--- config.mk ---
export PLATFORM = sky130hd
export DESIGN_NAME = elevator_scheduler
export DESIGN_NICKNAME = d
export VERILOG_FILES = /design/src/rtl/elevator_scheduler.sv
export SDC_FILE = /design/constraint.sdc
export NUM_CORES = 1
export LEC_CHECK = 0
export CAP_MARGIN = 0
export CORE_ASPECT_RATIO = 1.2
export CORE_MARGIN = 3
export CORE_UTILIZATION = 50
export CTS_CLUSTER_SIZE = 10
export DETAILED_ROUTE_END_ITERATION = 12
export GPL_ROUTABILITY_DRIVEN = 0
export PLACE_DENSITY_LB_ADDON = 0.08
export SYNTH_ARGS = -nofsm -noshare
export SYNTH_HDL_FRONTEND = slang
export SYNTH_SLANG_ARGS = --single-unit
--- constraint.sdc ---
create_clock -name clk -period 4.5 [get_ports clk]
set_input_delay 1.35 -clock clk [delete_from_list [all_inputs] [get_ports clk]]
set_output_delay 1.35 -clock clk [all_outputs]
set_load 0.02 [all_outputs]
--- src/rtl/elevator_scheduler.sv ---
`default_nettype none
// ============================================================================
//  Module      : elevator_scheduler
//  Description : Call scheduler and motion sequencer for a single car.
//                It latches floor calls and serves them in SCAN order, moving
//                one floor every MOVE_CYCLES and opening the door for
//                DOOR_CYCLES at each served floor.
//                Optional macro ELEV_ESTOP_EN adds the estop freeze input.
//  Revision    : 1.0  initial release
// ============================================================================
module elevator_scheduler #(
    parameter int NUM_FLOORS  = 4,
    parameter int MOVE_CYCLES = 4,
    parameter int DOOR_CYCLES = 8,
    localparam int FLOOR_W    = $clog2(NUM_FLOORS)
) (
    input  logic                  clk,
    input  logic                  rst,
`ifdef ELEV_ESTOP_EN
    input  logic                  estop,
`endif
    input  logic [NUM_FLOORS-1:0] req,
    output logic [FLOOR_W-1:0]    cf,
    output logic [NUM_FLOORS-1:0] pending,
    output logic                  dir_up,
    output logic                  moving,
    output logic                  door_open
);

    // Timer widths never collapse to zero bits when a cycle count is 1.
    localparam int MT_W = (MOVE_CYCLES > 1) ? $clog2(MOVE_CYCLES) : 1;
    localparam int DT_W = (DOOR_CYCLES > 1) ? $clog2(DOOR_CYCLES) : 1;

    localparam logic [MT_W-1:0]    C_MOVE_LAST = MT_W'(MOVE_CYCLES - 1);
    localparam logic [DT_W-1:0]    C_DOOR_LAST = DT_W'(DOOR_CYCLES - 1);
    localparam logic [FLOOR_W-1:0] C_TOP_FLOOR = FLOOR_W'(NUM_FLOORS - 1);
    localparam logic [FLOOR_W-1:0] C_ONE_FLOOR = FLOOR_W'(1);

    typedef enum logic [1:0] {
        S_IDLE      = 2'd0,
        S_MOVE_UP   = 2'd1,
        S_MOVE_DOWN = 2'd2,
        S_DOOR      = 2'd3
    } state_t;

    state_t                r_state;
    state_t                w_state_nxt;
    logic [FLOOR_W-1:0]    w_cf_nxt;
    logic [MT_W-1:0]       r_move_tmr;
    logic [MT_W-1:0]       w_move_tmr_nxt;
    logic [DT_W-1:0]       r_door_tmr;
    logic [DT_W-1:0]       w_door_tmr_nxt;
    logic [NUM_FLOORS-1:0] w_pending_nxt;
    logic                  w_dir_up_nxt;
    logic                  w_estop;
    logic                  w_above;
    logic                  w_below;

`ifdef ELEV_ESTOP_EN
    assign w_estop = estop;
`else
    assign w_estop = 1'b0;
`endif

    // Any latched call strictly above floor f.
    function automatic logic calls_above(input logic [NUM_FLOORS-1:0] p,
                                         input logic [FLOOR_W-1:0]    f);
        logic any;
        any = 1'b0;
        for (int i = 0; i < NUM_FLOORS; i++) begin
            if (i > int'(f)) any = any | p[i];
        end
        return any;
    endfunction

    // Any latched call strictly below floor f.
    function automatic logic calls_below(input logic [NUM_FLOORS-1:0] p,
                                         input logic [FLOOR_W-1:0]    f);
        logic any;
        any = 1'b0;
        for (int i = 0; i < NUM_FLOORS; i++) begin
            if (i < int'(f)) any = any | p[i];
        end
        return any;
    endfunction

    assign w_above = calls_above(pending, cf);
    assign w_below = calls_below(pending, cf);

    // Next-state, floor, timer and call-latch decisions from registered state.
    always_comb begin
        w_state_nxt    = r_state;
        w_cf_nxt       = cf;
        w_move_tmr_nxt = r_move_tmr;
        w_door_tmr_nxt = r_door_tmr;
        w_dir_up_nxt   = dir_up;
        w_pending_nxt  = pending | req;

        if (!w_estop) begin
            case (r_state)
                S_IDLE: begin
                    if (pending[cf]) begin
                        w_state_nxt = S_DOOR;
                    end else if (w_above && w_below) begin
                        w_state_nxt = dir_up ? S_MOVE_UP : S_MOVE_DOWN;
                    end else if (w_above) begin
                        w_state_nxt  = S_MOVE_UP;
                        w_dir_up_nxt = 1'b1;
                    end else if (w_below) begin
                        w_state_nxt  = S_MOVE_DOWN;
                        w_dir_up_nxt = 1'b0;
                    end
                end
                S_MOVE_UP: begin
                    if (r_move_tmr == C_MOVE_LAST) begin
                        w_move_tmr_nxt = '0;
                        if (cf != C_TOP_FLOOR) begin
                            w_cf_nxt = cf + C_ONE_FLOOR;
                            if (pending[w_cf_nxt])
                                w_state_nxt = S_DOOR;
                            else if (!calls_above(pending, w_cf_nxt))
                                w_state_nxt = S_IDLE;
                        end else begin
                            w_state_nxt = S_IDLE;
                        end
                    end else begin
                        w_move_tmr_nxt = r_move_tmr + MT_W'(1);
                    end
                end
                S_MOVE_DOWN: begin
                    if (r_move_tmr == C_MOVE_LAST) begin
                        w_move_tmr_nxt = '0;
                        if (cf != '0) begin
                            w_cf_nxt = cf - C_ONE_FLOOR;
                            if (pending[w_cf_nxt])
                                w_state_nxt = S_DOOR;
                            else if (!calls_below(pending, w_cf_nxt))
                                w_state_nxt = S_IDLE;
                        end else begin
                            w_state_nxt = S_IDLE;
                        end
                    end else begin
                        w_move_tmr_nxt = r_move_tmr + MT_W'(1);
                    end
                end
                default: begin
                    // A fresh call to this floor keeps the door open longer.
                    if (req[cf]) begin
                        w_door_tmr_nxt = '0;
                    end else if (r_door_tmr == C_DOOR_LAST) begin
                        w_door_tmr_nxt = '0;
                        w_state_nxt    = S_IDLE;
                    end else begin
                        w_door_tmr_nxt = r_door_tmr + DT_W'(1);
                    end
                end
            endcase
        end

        // The served floor's call is dropped on door entry and never relatched
        // while the door is open there.
        if (r_state == S_DOOR)
            w_pending_nxt[cf] = 1'b0;
        if ((w_state_nxt == S_DOOR) && (r_state != S_DOOR))
            w_pending_nxt[w_cf_nxt] = 1'b0;
    end

    // State, position, calls and registered status outputs.
    always_ff @(posedge clk or posedge rst) begin
        if (rst) begin
            r_state    <= S_IDLE;
            cf         <= '0;
            pending    <= '0;
            dir_up     <= 1'b1;
            moving     <= 1'b0;
            door_open  <= 1'b0;
            r_move_tmr <= '0;
            r_door_tmr <= '0;
        end else begin
            r_state    <= w_state_nxt;
            cf         <= w_cf_nxt;
            pending    <= w_pending_nxt;
            dir_up     <= w_dir_up_nxt;
            moving     <= !w_estop && ((w_state_nxt == S_MOVE_UP) ||
                                       (w_state_nxt == S_MOVE_DOWN));
            door_open  <= (w_state_nxt == S_DOOR);
            r_move_tmr <= w_move_tmr_nxt;
            r_door_tmr <= w_door_tmr_nxt;
        end
    end

endmodule
`default_nettype wire

Word level (Yosys, flattened, before mapping) --
Cells that the tools add are included.
Storage, ports and cells: bits in registers 16, bits in latches 0, memory bits (writable) 0, ROM bits 0, input bits 6, output and inout bits 9, word-level logic and storage cells 142, memories 0
Cells by class: $add $sub $neg 4, multiply operators 0, divide/modulo/power cells 0, order comparisons 18, eq/ne operators 10, shift operators 0, muxes and demuxes 76, bitwise operators 15, reduce and logical (&&, ||, !) cells 11
Operators with widths (number):
- $mux 1 | 44
- $mux 2 | 20
- $lt 2x3->1 const B | 4
- $eq 2x2->1 const B | 5
- $and 4x4->4 | 2
- $bmux 1 s2 | 4
- $gt 2x2->1 const A | 4
- $lt 1x2->1 const A | 4
- $mux 4 | 2
- $not 4->4 | 2
- $or 1x1->1 | 8
- $mux 3 | 2
- $pmux 2 s3 | 1
- $add 2x1->2 const B | 2
- $demux 1 s2 | 2
- $eq 2x1->1 const B | 2
- $ge 2x1->1 const B | 2
- $gt 1x2->1 const A | 2
- $logic_and 1x1->1 | 4
- $lt 2x2->1 const A | 2
- $ne 2x2->1 const B | 2
- $or 4x4->4 | 1
- $pmux 2 s2 | 1
- $reduce_and 4->1 | 1
- 9 further kinds | 11

Depth between registers and ports, before layout --
Gate-level depths: netlist (run 1).
depth in word-level cells 27, mapped depth 11, gate-level depth less buffers 10

Worst setup path before layout (run 1) --
No wires, ideal clock.
path kind in2reg, start point input req[3], end point register pending[1], library setup time 104 ps, arrival 2808 ps, data required time 4396 ps, setup slack 1588 ps, cell stages on the path 7, path buffers 0, cells stage by stage mux4_2 nand2b_1 a21oi_1 a41oi_1 ha_1 and3b_1 a221oi_1
On the way: longest elaborated chain between the ends 7
RTL lines:
- start: declaration | RTL line 22 | input logic [NUM_FLOORS-1:0] req,
- $bmux 1 s2 | RTL line 148 | if (req[cf]) begin
- $mux 1 (not written as such) | RTL line 148
- $mux 2 | RTL line 148
- $pmux 2 s3 | RTL line 100 | case (r_state)
- net w_state_nxt[1] | RTL line 47 | state_t w_state_nxt;
- $eq 2x2->1 | RTL line 164 | if ((w_state_nxt == S_DOOR) && (r_state != S_DOOR))
- $logic_and 1x1->1 | RTL line 164
- $mux 4 | RTL line 164
- net w_pending_nxt[1] | RTL line 53 | logic [NUM_FLOORS-1:0] w_pending_nxt;
- end signal: assignment | RTL line 182 | pending <= w_pending_nxt;
- end: declaration | RTL line 24 | output logic [NUM_FLOORS-1:0] pending,
The timed path passes the listed nets, and every way through them passes these cells. The select of a mux whose other input is x is not followed. A chain may end at the register's enable or synchronous reset.

Worst setup path in the final report (run 1) --
start point input req[3], end point register pending[3]
The elaborated chain is that of the path after synthesis.

==> summary.md, run 1 <==
| Metric | Value |
|---|---|
| # fillers | 188 |
| Post-CTS Setup Inserts | 0 |
| Post-synth cell types | 37 |
| Mapped Area | 1220 sq um |
| Pre-CTS setup slack | between 900 and 1000 ps |
| CTS-repair resized insts | 0 |
| Starting Density | a little under three fifths |
| Syn nets | 142 |
| Critical path data arrival time | 3430 ps |
| Initial DRC count | 18 |
| R2R Setup Slk | 1520 ps |
| Total wire length | 2.54 mm |
| Crit path max fanout | 4 |
| Root Driver | clkbuf_4 |
| Placed Area | 1380 sq um |
| Inserted Clock Buffers | 3 |
| Nets@finish | 160 |
| Mapped Cells | 120 |
| Fmax | 308 MHz |
| FP Rows | 18 |
| Setup violators final | 0 |
| CP most frequent cell | a21oi_1 |
| Top layer in use | met4 |
| Final non-filler cell total | around 170 |
| WHS | slightly below 500 ps |
| Slew Viols, Final | 0 |
| Hold Vio Cnt, Final | 0 |
| First-pass GRT wire length | 4.31 mm |
| Post-CTS Hold Fix Bufs | 0 |
| Post-synthesis register bit count | 16 |
| Placed insts | 163 |
| Util after Layout | 64.9% |
| Leak | 0.596 nW |
| Met2 routed WL | 1.14 mm |
| Core area | ~2200 sq um |
| Pre-Repair DR Iteration Count | 4 |
| Worst setup path class | input port to flop |
| Hold WC Path Type | flop to flop |
| Wire length on met3 | between 70 and 80 um |
| GRT overflow | 0 |
| # H-tree levels | 1 |
| CTS tree | yes |
| Skew final | between 10 and 15 ps |
| Sink Count | 16 |
| Overall power | 869 uW |
| Remaining DRCs | 0 |
| Layout cells sized above 1 | between 10% and 20% |
| Setup crit end kind | flop |
| # diodes | 0 |
| Slowest stage delay, CP | ~520 ps |
| Clk Latency, worst-skew pair | ~300 ps |
| Worst-path cell chain | clkdlybuf4s50_1 -> mux4_2 -> nand2b_1 -> a21oi_1 -> a21oi_1 -> ha_1 -> and3b_1 -> a221oi_1 |
| Die X | 51.0 um |
| Vias/cell | 5.87 |
| Req. time, crit path | 4680 ps |
| Avg Inst Size Synth | between 10 and 15 sq um |
| RSZ-0062 raised after global routing | false |
| Commonest non-fill, non-tap cell in the layout | ha_1 |
| Synthesis-to-layout area growth | 16.7% |
| Clk slew on worst S/H paths | 100 ps |
| Max_slew headroom | 61.4% |
| Run status | completed |
| Worst-margin pin slew | 578 ps |
| Finished Cell Area | 1420 sq um |
| # port buffers | 14 |
| Via count | 980 |
| Fin crit period | 3240 ps |
| Startpoint Class | input port |
| Worst vdd ir | 0.367 mV |
| Die H | 60.0 um |
| CP max-delay cell | mux4_2 |
| Detail Placement HPWL | roughly 2 mm |
| Synth warn | 0 |
| Die ar. | 3060 sq um |
| Routed wire per std cell | 15.2 um |
| Register area share after synthesis | 33.0% |
| Total GRT Usage | 19.1% |
| Vias in the first global route | 945 |
| Most frequent cells in the layout | 16 x ha_1, 15 x dfrtp_1, 14 x clkdlybuf4s50_1 |
| Clock buffer depth | 2 |
| Max-Cap Viols | 0 |
| DRT met1 WL | 1.20 mm |
| Initial antenna violation count | 0 |
| Final Worst Setup Slack | 1260 ps |
| Largest net degree at the start of global routing | 17 |
| # IOs | 15 |
| Post-route ant nets | 0 |
| Period utilization | 72.0% |
| TNS Setup | 0 ps |
| Pwr dens | roughly 610 nW/um^2 |
[report_power, final]
| part | total [mW] | internal (mW) | switching, mW | leakage [nW] |
|---|---|---|---|---|
| Combinational | 0.503 | 0.235 | 0.268 | 0.387 |
| Sequential | 0.269 | 0.198 | 0.0711 | 0.188 |
| Clock | 0.0960 | 0.0493 | 0.0467 | 0.0210 |
| Total | 0.869 | 0.483 | 0.386 | 0.596 |
[cells by family (layout without fill, tap and decap cells)]
| group | count (synthesis) | after routing | synth area share, % |
|---|---|---|---|
| flops | 16 | 16 | 33.0 |
| simple gates | 32 | 32 | 14.1 |
| mux | 7 | 7 | 10.1 |
| fa+ha+maj | 16 | 16 | 16.5 |
| buf+inv | 13 | 30 | 4.63 |
| compound gates | 36 | 36 | 21.7 |
[final cells by class]
| cell class | instances | area (sq um) | share of cell area [%] |
|---|---|---|---|
| Multi-Input combinational cell | 91 | 758 | 53.4 |
| Sequential cell | 16 | 402 | 28.3 |
| Clock buffer | 4 | 36.3 | 2.56 |
| Inverter | 12 | 45.0 | 3.17 |
| Tap cell | 30 | 37.5 | 2.65 |
| Timing Repair Buffer | 14 | 140 | 9.88 |
[cell usage after synthesis]
master / number / share of area (%)
and3b_1: 2 / 1.4
a2bb2oi_1: 1 / 0.72
inv_1: 10 / 3.1
a22oi_1: 2 / 1.2
o32ai_1: 1 / 0.72
mux2_2: 2 / 1.9
nor3_1: 1 / 0.41
a21oi_1: 7 / 2.9
o31ai_1: 5 / 3.1
ha_1: 16 / 16
clkinv_1: 1 / 0.31
dfrtp_1: 15 / 31
a41oi_1: 1 / 0.72
nand2_1: 7 / 2.2
o21ai_1: 3 / 1.2
a21oi_2: 1 / 0.72
mux4_2: 4 / 7.4
a221oi_1: 4 / 2.9
inv_2: 1 / 0.31
o2bb2ai_1: 2 / 1.4
buf_6: 1 / 0.93
nor2b_1: 5 / 2.6
dfstp_2: 1 / 2.2
a21o_1: 1 / 0.62
o21ai_0: 3 / 1.2
nor2_1: 7 / 2.2
and2_1: 3 / 1.5
o21a_1: 1 / 0.62
nand2_2: 1 / 0.51
nor3b_1: 2 / 1.2
a2111oi_2: 1 / 1.2
o31ai_2: 1 / 1.0
a31oi_1: 1 / 0.51
or3_1: 1 / 0.51
nand2b_1: 3 / 1.5
mux2i_1: 1 / 0.82
a221o_1: 1 / 0.82
[routing by layer]
layer,global-route usage (%),vias up
li1,-,477
met1,25.3,470
met2,28.5,22
met3,3.49,11
met4,12.7,0
met5,0,-
[registers in the layout, summed over array words and instances (netlist names)]
name / flops
cf: 2
dir_up: 1
door_open: 1
moving: 1
pending: 4
r_door_tmr: 3
r_move_tmr: 2
r_state: 2
[path summary, 6_finish.rpt]
path / from / to / depth (start not counted)
setup reg to reg: cf[0] / pending[3] / 10
hold reg to reg: r_move_tmr[0] / r_move_tmr[0] / 1
min in group asynchronous: rst / r_state[1] / 2
setup / recovery: req[3] / pending[3] / 8
max in group asynchronous: rst / r_door_tmr[0] / 2
hold / removal: r_move_tmr[0] / r_move_tmr[0] / 1
[worst max-delay path, delay by kind of cell]
| family | cells | cell delay, ps |
|---|---|---|
| buffers and inverters | 1 | 410 |
| muxes | 1 | 520 |
| adders and majority gates | 1 | 240 |
| AOI/OAI and AO/OA | 3 | 520 |
| and+or+nand+nor | 2 | 380 |
No activity file was read; power rests on OpenSTA's default activity.
==> run 2: changes to the inputs <==
--- a/config.mk
+++ b/config.mk
@@ -8,7 +8,7 @@
 export CAP_MARGIN = 0
 export CORE_ASPECT_RATIO = 1.2
 export CORE_MARGIN = 3
-export CORE_UTILIZATION = 50
+export CORE_UTILIZATION = 49
 export CTS_CLUSTER_SIZE = 10
 export DETAILED_ROUTE_END_ITERATION = 12
 export GPL_ROUTABILITY_DRIVEN = 0
==> constraint.sdc (replaced) <==
create_clock -name clk -period 2.9 [get_ports clk]
set_input_delay 0.87 -clock clk [delete_from_list [all_inputs] [get_ports clk]]
set_output_delay 0.87 -clock clk [all_outputs]
set_load 0.02 [all_outputs]
==> run 2 against run 1 <==
Against the previous run: global-route usage is 2.0 points higher; final cell count increased by 4.2%; clock power up 69%; wire length increased by 11%; sequential share of layout area is 1.2 points lower; register-to-register slack worse by 1300 ps; non-clock buffer count grew 6; via count rose by 6.6%; combinational power grew 75%; sequential cell count is the same; critical path depth did not move; critical endpoint is now pending[2]; highest routed layer unchanged.
==> summary.md, run 2 (synthesized netlist as in run 1, its figures left out) <==
| Metric | Value |
|---|---|
| Run status | completed |
| # diodes | 0 (unchanged) |
| Skew final | 7.98 ps (-5.33 ps) |
| Clk Latency, worst-skew pair | 310 ps (about the same) |
| Worst setup path class | input port to flop |
| Die X | 51.5 um (+0.90%) |
| Hold Vio Cnt, Final | 0 (unchanged) |
| # IOs | 15 (unchanged) |
| Placed Area | 1420 sq um (+2.8%) |
| Slew Viols, Final | 0 (unchanged) |
| Layout cells sized above 1 | 18.2% (+6.5 points) |
| Worst-margin pin slew | 638 ps (+60.5 ps) |
| Starting Density | 52.2% (-3.5 points) |
| Vias in the first global route | 1081 (+14%) |
| Via count | 1045 (+6.6%) |
| Synthesis-to-layout area growth | 22.1% |
| Period utilization | a little over nine tenths |
| Fmax | 366 MHz |
| Root Driver | clkbuf_4 |
| CTS tree | yes |
| Setup crit end kind | flop |
| Post-route ant nets | 0 (unchanged) |
| Vias/cell | 6.01 (+2.3%) |
| FP Rows | 19 (+1) |
| Total wire length | 2.81 mm (+11%) |
| Largest registers | pending (4), r_door_tmr (3) |
| # H-tree levels | 1 (unchanged) |
| Inserted Clock Buffers | 3 (unchanged) |
| Sink Count | 16 (unchanged) |
| Clk slew on worst S/H paths | 110 ps (about the same) |
| GRT overflow | 0 (unchanged) |
| Initial DRC count | 13 (-5) |
| Max reg flops | 4 (unchanged) |
| Fin crit period | 2730 ps |
| Overall power | 1.44 mW (+65%) |
| Max_slew headroom | 57.4% (-4.0 points) |
| Remaining DRCs | 0 (unchanged) |
| Initial antenna violation count | 0 (unchanged) |
| Most frequent cells in the layout | 15 x ha_1, 14 x dfrtp_1, 14 x clkdlybuf4s50_1 |
| Largest register by flop count | pending |
| Pre-Repair DR Iteration Count | 4 (unchanged) |
| Total GRT Usage | 21.1% (+2.0 points) |
| Finished Cell Area | 1490 sq um (+4.7%) |
| Critical path data arrival time | 2930 ps (-500 ps) |
| Commonest non-fill, non-tap cell in the layout | ha_1 |
| Max-Cap Viols | 0 (unchanged) |
| Clock buffer depth | 2 (unchanged) |
| Post-CTS Hold Fix Bufs | 0 (unchanged) |
| RSZ-0062 raised after global routing | false |
| Largest net degree at the start of global routing | 17 (unchanged) |
| Core area | 2330 sq um (+6.6%) |
| First-pass GRT wire length | 4.88 mm (+13%) |
| Crit path max fanout | 3 (-1) |
| Startpoint Class | input port |
| Leak | 0.629 nW (+5.6%) |
| Pwr dens | 967 nW/um^2 (+58%) |
| Worst vdd ir | 0.564 mV (+54%) |
| Setup violators final | 0 (unchanged) |
| Detail Placement HPWL | 2.15 mm (+7.9%) |
| Die ar. | 3120 sq um (+1.8%) |
| Nets@finish | 166 (+3.8%) |
| Routed wire per std cell | 16.2 um (+6.1%) |
| Req. time, crit path | 3100 ps (-1580 ps) |
| Pre-CTS setup slack | -154 ps (-1100 ps) |
| # fillers | 213 (+13%) |
| Hold WC Path Type | flop to flop |
| Die H | 60.6 um (+0.92%) |
| # port buffers | 14 (unchanged) |
| Final Worst Setup Slack | 167 ps (-1090 ps) |
-- run 2: cell count changes in the layout (fill, tap and decap cells not counted) --
| cell | previous run | this run |
|---|---|---|
| buf_4 | 0 | 6 |
| a221oi_1 | 4 | 3 |
| a221oi_2 | 0 | 1 |
| dfrtp_1 | 15 | 14 |
| dfrtp_2 | 0 | 1 |
| ha_1 | 16 | 15 |
| ha_4 | 0 | 1 |
| inv_1 | 10 | 9 |
| inv_2 | 1 | 2 |
-- run 2: final timing paths --
check | startpoint | end | slack (ps) | cells after the start
worst max-delay path | req[3] | pending[2] | 170 | 8
worst min-delay path | r_move_tmr[0] | r_move_tmr[0] | 490 | 1
worst max register to register | cf[1] | pending[2] | 220 | 10
worst min register to register | r_move_tmr[0] | r_move_tmr[0] | 490 | 1
max in group asynchronous | rst | cf[0] | 1520 | 2
min in group asynchronous | rst | pending[1] | 930 | 2
-- run 2: report_power, final --
group / leakage (nW) / total (mW) / internal [mW] / switching [mW]
Clock: 0.0210 / 0.162 / 0.0767 / 0.0849
Sequential: 0.186 / 0.395 / 0.309 / 0.0867
Combinational: 0.422 / 0.879 / 0.412 / 0.466
-- run 2: worst max-delay path, cell delays in order --
cell and delay [ps]:
clkdlybuf4s50_1 420, mux4_2 490, nand2b_1 180, a21oi_1 150, a41oi_1 80, ha_1 260, nor3b_1 170, a221oi_1 310
-- run 2: final cells by class --
type | instances | area, sq um | share of cell area [%]
repair buffers | 20 | 185 | 12.5
clock buffers | 4 | 36.3 | 2.44
well taps | 31 | 38.8 | 2.61
inverters | 12 | 45.0 | 3.03
multi-input cells | 91 | 777 | 52.3
flip-flops and latches | 16 | 403 | 27.1
-- run 2: what timing repair did --
item / CTS / global route
setup endpoints to repair: 0 / 4
resized for setup: 0 / 4
setup buffers: 0 / 1
-- run 2: per-layer routing --
layer	vias to the layer above	part of all wire (%)	track usage, %
met5	-	0	0
met3	13	4.3	2.70
met2	36	50	36.2
met4	0	4.1	12.7
li1	490	-	-
met1	506	42	25.3
-- run 2: through the flow --
stage	hold slack, ps	util, %	setup TNS (ps)	cells
3_3_place_gp	468	61.0	-104	169
4_1_cts	495	62.6	0	173
6_report	490	63.7	0	174
5_1_grt	532	63.7	0	174
3_5_place_dp	481	61.0	-508	169
2_1_floorplan	457	-	0	120
